===== config.mk =====
export PLATFORM = sky130hd
export DESIGN_NAME = data_mem_arbiter
export DESIGN_NICKNAME = d
export VERILOG_FILES = /design/src/rtl/data_mem_arb_pkg.sv /design/src/rtl/rr_arb2.sv /design/src/rtl/data_mem_arbiter.sv
export SDC_FILE = /design/constraint.sdc
export NUM_CORES = 1
export LEC_CHECK = 0
export ABC_AREA = 1
export BUFFER_PORTS_ARGS = -buffer_cell sky130_fd_sc_hd__clkbuf_2
export CAP_MARGIN = 40
export CORE_AREA = 2 2 79 81
export CTS_CLUSTER_SIZE = 25
export DETAILED_ROUTE_END_ITERATION = 10
export DIE_AREA = 0 0 81 83
export MAX_ROUTING_LAYER = met4
export PLACE_DENSITY = 0.83
export SYNTH_ARGS = -nofsm -noshare
export SYNTH_HDL_FRONTEND = slang
export SYNTH_SLANG_ARGS = --single-unit

===== constraint.sdc =====
create_clock -name clk -period 1.52 [get_ports clk]
set_clock_uncertainty 0.1 [all_clocks]
set_input_delay 0.152 -clock clk [delete_from_list [all_inputs] [get_ports clk]]
set_output_delay 0.152 -clock clk [all_outputs]
set_load 0.05 [all_outputs]

===== src/rtl/data_mem_arb_pkg.sv =====
// rtl/data_mem_arb_pkg.sv - shared types and constants for the data memory arbiter
// Contents:
//   state_t    : arbiter FSM states (IDLE, ISSUE, WAIT, ACK)
//   OWNER_CPU  : owner code for the processor data path
//   OWNER_HOST : owner code for the host/loader port
//   lat_cnt_w  : width of the read-latency counter for a given RD_LAT
// Optional feature macro (consumed by rr_arb2): ARB_CPU_PRIORITY_EN
package data_mem_arb_pkg;

    typedef enum logic [1:0] {
        IDLE  = 2'd0,
        ISSUE = 2'd1,
        WAIT  = 2'd2,
        ACK   = 2'd3
    } state_t;

    localparam logic OWNER_CPU  = 1'b0;
    localparam logic OWNER_HOST = 1'b1;

    // The counter has to hold the value RD_LAT itself.
    function automatic int lat_cnt_w(input int rd_lat);
        return $clog2(rd_lat + 1);
    endfunction

endpackage


===== src/rtl/rr_arb2.sv =====
// rtl/rr_arb2.sv - two-way requester picker (round-robin or fixed cpu priority)
// Ports:
//   req[1:0]   in  : bit 0 = cpu request, bit 1 = host request
//   last_owner in  : owner of the previous grant
//   owner      out : selected owner (OWNER_CPU / OWNER_HOST), valid when any req is high
// Macro ARB_CPU_PRIORITY_EN: defined -> cpu always wins a tie; undefined -> round-robin.
module rr_arb2
    import data_mem_arb_pkg::*;
(
    input  logic [1:0] req,
    input  logic       last_owner,
    output logic       owner
);

`ifdef ARB_CPU_PRIORITY_EN
    // last_owner is still tracked by the caller but plays no part in the decision.
    logic unused_last_owner;
    assign unused_last_owner = last_owner;

    always_comb begin
        owner = OWNER_CPU;
        if (!req[0] && req[1]) begin
            owner = OWNER_HOST;
        end
    end
`else
    always_comb begin
        owner = OWNER_CPU;
        case (req)
            2'b10:   owner = OWNER_HOST;
            2'b11:   owner = ~last_owner;   // tie goes to whoever did not win last time
            default: owner = OWNER_CPU;
        endcase
    end
`endif

endmodule


===== src/rtl/data_mem_arbiter.sv =====
// rtl/data_mem_arbiter.sv - arbitrates the single-port data memory between cpu and host
// Ports:
//   clk, rst                                   : clock, asynchronous active-low reset
//   cpu_req/we/addr/wdata, cpu_ack/rdata       : processor data-path requester
//   host_req/we/addr/wdata, host_ack/rdata     : host/loader requester
//   mem_en/we/addr/wdata, mem_rdata            : single-port memory interface
//   busy, grant_owner                          : status (owner 0 = cpu, 1 = host)
// Parameters: ADDR_W, DATA_W, RD_LAT (1..4, cycles from mem_en to valid mem_rdata)
// Macro ARB_CPU_PRIORITY_EN selects fixed cpu priority in the picker (default round-robin).
module data_mem_arbiter
    import data_mem_arb_pkg::*;
#(
    parameter int ADDR_W = 16,
    parameter int DATA_W = 8,
    parameter int RD_LAT = 2
) (
    input  logic              clk,
    input  logic              rst,
    input  logic              cpu_req,
    input  logic              cpu_we,
    input  logic [ADDR_W-1:0] cpu_addr,
    input  logic [DATA_W-1:0] cpu_wdata,
    output logic              cpu_ack,
    output logic [DATA_W-1:0] cpu_rdata,
    input  logic              host_req,
    input  logic              host_we,
    input  logic [ADDR_W-1:0] host_addr,
    input  logic [DATA_W-1:0] host_wdata,
    output logic              host_ack,
    output logic [DATA_W-1:0] host_rdata,
    output logic              mem_en,
    output logic              mem_we,
    output logic [ADDR_W-1:0] mem_addr,
    output logic [DATA_W-1:0] mem_wdata,
    input  logic [DATA_W-1:0] mem_rdata,
    output logic              busy,
    output logic              grant_owner
);

    localparam int CNT_W = lat_cnt_w(RD_LAT);

    generate
        if (RD_LAT < 1 || RD_LAT > 4) begin : g_bad_rd_lat
            $error("data_mem_arbiter: RD_LAT must be in 1..4");
        end
    endgenerate

    state_t            state_q;
    state_t            state_d;
    logic              owner_q;
    logic              last_owner_q;
    logic              we_q;
    logic [ADDR_W-1:0] addr_q;
    logic [DATA_W-1:0] wdata_q;
    logic [CNT_W-1:0]  cnt_q;
    logic [DATA_W-1:0] cpu_rdata_q;
    logic [DATA_W-1:0] host_rdata_q;

    logic              arb_owner;
    logic              grant;
    logic              rd_done;

    rr_arb2 u_rr_arb2 (
        .req        ({host_req, cpu_req}),
        .last_owner (last_owner_q),
        .owner      (arb_owner)
    );

    assign grant   = (state_q == IDLE) && (cpu_req || host_req);
    // cnt_q counts WAIT cycles starting at 1, so it equals RD_LAT in cycle ISSUE+RD_LAT,
    // the cycle in which mem_rdata is valid.
    assign rd_done = (state_q == WAIT) && (cnt_q == CNT_W'(RD_LAT));

    // State register
    always_ff @(posedge clk or negedge rst) begin
        if (!rst) begin
            state_q <= IDLE;
        end else begin
            state_q <= state_d;
        end
    end

    // Next-state logic. Reads always spend RD_LAT cycles in WAIT, including RD_LAT = 1,
    // so the capture edge is the end of cycle ISSUE+RD_LAT and the ack lands at
    // t0+RD_LAT+2 for every legal latency.
    always_comb begin
        state_d = state_q;
        case (state_q)
            IDLE:    if (cpu_req || host_req) state_d = ISSUE;
            ISSUE:   state_d = we_q ? ACK : WAIT;
            WAIT:    if (rd_done) state_d = ACK;
            ACK:     state_d = IDLE;
            default: state_d = IDLE;
        endcase
    end

    // Transaction fields, owner tracking, latency counter and read-data capture
    always_ff @(posedge clk or negedge rst) begin
        if (!rst) begin
            owner_q      <= OWNER_CPU;
            last_owner_q <= OWNER_HOST;   // cpu wins the first tie after reset
            we_q         <= 1'b0;
            addr_q       <= '0;
            wdata_q      <= '0;
            cnt_q        <= '0;
            cpu_rdata_q  <= '0;
            host_rdata_q <= '0;
        end else begin
            if (grant) begin
                owner_q      <= arb_owner;
                last_owner_q <= arb_owner;
                if (arb_owner == OWNER_HOST) begin
                    we_q    <= host_we;
                    addr_q  <= host_addr;
                    wdata_q <= host_wdata;
                end else begin
                    we_q    <= cpu_we;
                    addr_q  <= cpu_addr;
                    wdata_q <= cpu_wdata;
                end
            end

            if (state_q == ISSUE) begin
                cnt_q <= CNT_W'(1);
            end else if (state_q == WAIT && !rd_done) begin
                cnt_q <= cnt_q + CNT_W'(1);
            end

            // Captured read data becomes visible together with the ack in the ACK cycle;
            // the other requester's rdata is left alone.
            if (rd_done) begin
                if (owner_q == OWNER_HOST) begin
                    host_rdata_q <= mem_rdata;
                end else begin
                    cpu_rdata_q  <= mem_rdata;
                end
            end
        end
    end

    // Outputs decoded from the registered state, so an asynchronous reset clears
    // mem_en, busy and the acks immediately.
    always_comb begin
        mem_en      = (state_q == ISSUE);
        busy        = (state_q != IDLE);
        cpu_ack     = (state_q == ACK) && (owner_q == OWNER_CPU);
        host_ack    = (state_q == ACK) && (owner_q == OWNER_HOST);
        mem_we      = we_q;
        mem_addr    = addr_q;
        mem_wdata   = wdata_q;
        grant_owner = owner_q;
        cpu_rdata   = cpu_rdata_q;
        host_rdata  = host_rdata_q;
    end

endmodule


==> parameters.txt <==
Parameter                              Value

Place
  Placed instance count    503
  Global placement routability congestion    0.751
  Half-perimeter wire length after detailed placement    4.56 mm
  Setup WS pre-CTS    20.2 ps
  Input/output buffers    107
  Placed Area    3100 µm²

Cells and area
  Post-route non-filler standard cell count    519
  Net total in the final layout    511
  ANT cells    0
  Layout filler cell count    563
  Commonest non-fill, non-tap cells in the layout    nand2_1, clkbuf_2, inv_1
  Final Instance Area    3360 µm²
  Synthesis-to-layout area growth    37.9%
  Share of final-layout standard cells stronger than drive strength 1    0.318

Critical path
  Critical setup path kind    reg2out
  Element type at the critical path end    primary output
  Flop2flop setup slack    70 ps
  Startpoint of the lowest-slack register-to-register path    state_q[0]$_DFFE_PN0P_
  Data required time of the critical path    1270 ps
  Critical path launch point type    register
  Maximum fanout along the worst path    4
  Reg-to-reg critical path endpoint    cpu_rdata[5]$_DFFE_PN0P_
  Signal arrival time at the worst endpoint    1270 ps
  Path depth of the worst reg2reg path    6

Detailed routing
  DRC violations left    0
  Count of routing violations after the opening detailed-route iteration    135
  Via/cell ratio    4.64
  Number of nets still failing antenna checks after routing    0
  Post-detailed-route wirelength per cell    12.0 µm
  Total Routed Length    6.21 mm
  Detailed-router iteration count before antenna repair    4
  Routed via count    2,408

STA
  Worst Slack Setup Final    -5.79 ps
  Clock period minus worst slack    1530 ps
  Achievable frequency    655 MHz
  Count of endpoints failing hold in the final timing report    1
  Worst Tran Pin Value    410 ps
  Setup-failing EPs final    2
  Setup repair after global routing missed its margin    yes
  Max_slew headroom    0.727
  Final-report max-slew violation count    0
  Worst hold slack across all endpoints    -21.8 ps
  Ratio of final minimum period to clock period    1.00

Power and ir drop
  Design internal power    3550 µW
  Proportion of power drawn by flip-flops and latches    0.287
  Combinational group share of total power    0.615
  Clock network power share    0.097
  Power dissipated by switching net loads    4410 µW
  Power density relative to cell area    2370 nW/µm²
  Worst supply voltage drop on vdd    1.38 mV
  Switch share    0.554
  Total leakage power    0.00204 µW

Floorplanning
  Area of the core    5820 µm²
  Initial standard-cell utilization of the core    0.419
  Number of top-level pins    108
  Chip height    83 µm
  Standard-cell rows    28
  Width of the die    81 µm
  DIE AREA    6720 µm²

Clock network
  Clock tree from TritonCTS    yes
  Maximum clock path buffer count    2
  Number of clock buffers inserted by TritonCTS    5
  H-tree lvl count    2
  Clock transition at the registers of the reported paths    100 ps
  Clock insertion delay at the later pin of the skew report    300 ps
  Clock root buffer master    clkbuf_8
  Clock tree sinks    47

Logic synthesis
  Distinct cell type count after synthesis    19
  Sequential cell area fraction in the yosys report    0.483
  Post-synthesis sequential element count    47
  Post-Synthesis Mean Instance Area    7.53 µm²
  Syn Inst Count    324
  Combined area of all synthesized cells    2440 µm²
  Post-Syn Nets    392
  Number of warnings printed during yosys synthesis    0

Global routing
  GRT Residual Overflow    0
  Combined global-route utilization of all metal layers    0.200
  Initial antenna violation count    0
  First-pass GRT wire length    10.5 mm
  Pin count of the biggest net entering global routing    27
  Via count of the first global-routing pass    2,317

Worst hold path
  Hold worst-path end    cpu_rdata[7]$_DFFE_PN0P_
  Hold-critical path depth    3
  Hold path startpoint    mem_rdata[7]
  Hold Crit Class    in2reg

Flow run
  Max Cap Violations    0

Outcome
  Run status    finished, violations left
  Violated checks    hold timing, setup timing
-- what timing repair did --
| item | 4_1_cts | 5_1_grt |
|---|---|---|
| hold buffers | 7 | 0 |
| setup buffers | 0 | 1 |
| resized for setup | 15 | 8 |
| endpoints found under the setup margin | 4 | 13 |
| endpoints found under the hold margin | 39 | 0 |
-- state kept, by name, indices dropped and copies added, names as in the netlist --
register and count:
grant_owner 1, mem_wdata 8, mem_addr 16, state_q 2, last_owner_q 1, cpu_rdata 8
cnt_q 2, mem_we 1, host_rdata 8
-- cell usage after synthesis (all sizes together) --
library cell,instances,share of area
a21oi,2,0.0041
buf,11,0.033
clkbuf,2,0.0031
dfrtp,46,0.47
dfstp,1,0.011
ha,6,0.031
inv,70,0.11
nand2,105,0.16
nand3,56,0.11
nor2,6,0.019
nor3,1,0.0021
o21ai,18,0.037
-- critical path, cell delays in order (launching register included) --
cell and delay [ps]:
dfrtp_1 380, buf_4 160, ha_4 170, nand2_1 60
inv_1 60, buf_8 150
-- how the worst max path moves through the flow --
stage / end / cells after the start / slack, ps / from
after CTS: mem_en / 3 / -20 / state_q[1]$_DFFE_PN0P_
after detailed placement: mem_addr[15]$_DFFE_PN0P_ / 7 / 20 / state_q[1]$_DFFE_PN0P_
after floorplan: host_rdata[0]$_DFFE_PN0P_ / 4 / -10 / grant_owner$_DFFE_PN0P_
after global routing: host_ack / 5 / -40 / state_q[0]$_DFFE_PN0P_
after global placement: mem_addr[15]$_DFFE_PN0P_ / 7 / 110 / state_q[1]$_DFFE_PN0P_
final: host_ack / 5 / -6 / state_q[0]$_DFFE_PN0P_
-- through the flow --
step	power (µW)	utilization	setup TNS, ps
3_5_place_dp	6920	0.533	0
3_3_place_gp	6800	0.533	0
5_1_grt	8500	0.578	-84.2
6_report	7960	0.578	-6.23
2_1_floorplan	5760	-	-28.9
4_1_cts	7890	0.573	-17.8
-- power groups by stage --
stage | Combinational (µW) | Sequential (µW) | Clock, µW
after floorplan | 1570 | 4190 | 0
after global placement | 4520 | 2280 | 0
after detailed placement | 4630 | 2280 | 0
after CTS | 4820 | 2280 | 787
after global routing | 5300 | 2360 | 837
final | 4900 | 2290 | 773
-- layer usage --
metal,track usage,wire [µm],up-vias
met5,-,0,-
met4,0.0524,85,0
met3,0.0424,404,8
met2,0.334,3190,76
met1,0.246,2530,1107
li1,-,-,1217
-- area by class of cell --
class,instances,area [µm²],area share
Clock buffer,5,68.8,0.0205
Clock inverter,3,22.5,0.00670
Inverter,70,273,0.0811
Multi-Input combinational cell,194,951,0.283
Sequential cell,47,1180,0.350
Tap cell,75,93.8,0.0279
Timing Repair Buffer,125,776,0.231
-- logic make-up (layout without fill, tap and decap cells) --
group | count (synthesis) | in the layout | share of synthesized area
and+or+nand+nor | 168 | 168 | 0.300
adders and majority gates | 6 | 6 | 0.0308
buffers and inverters | 83 | 203 | 0.146
DFF | 47 | 47 | 0.483
AOI/OAI and AO/OA | 20 | 20 | 0.0410
Note: power is estimated with default switching activity, not from simulation.
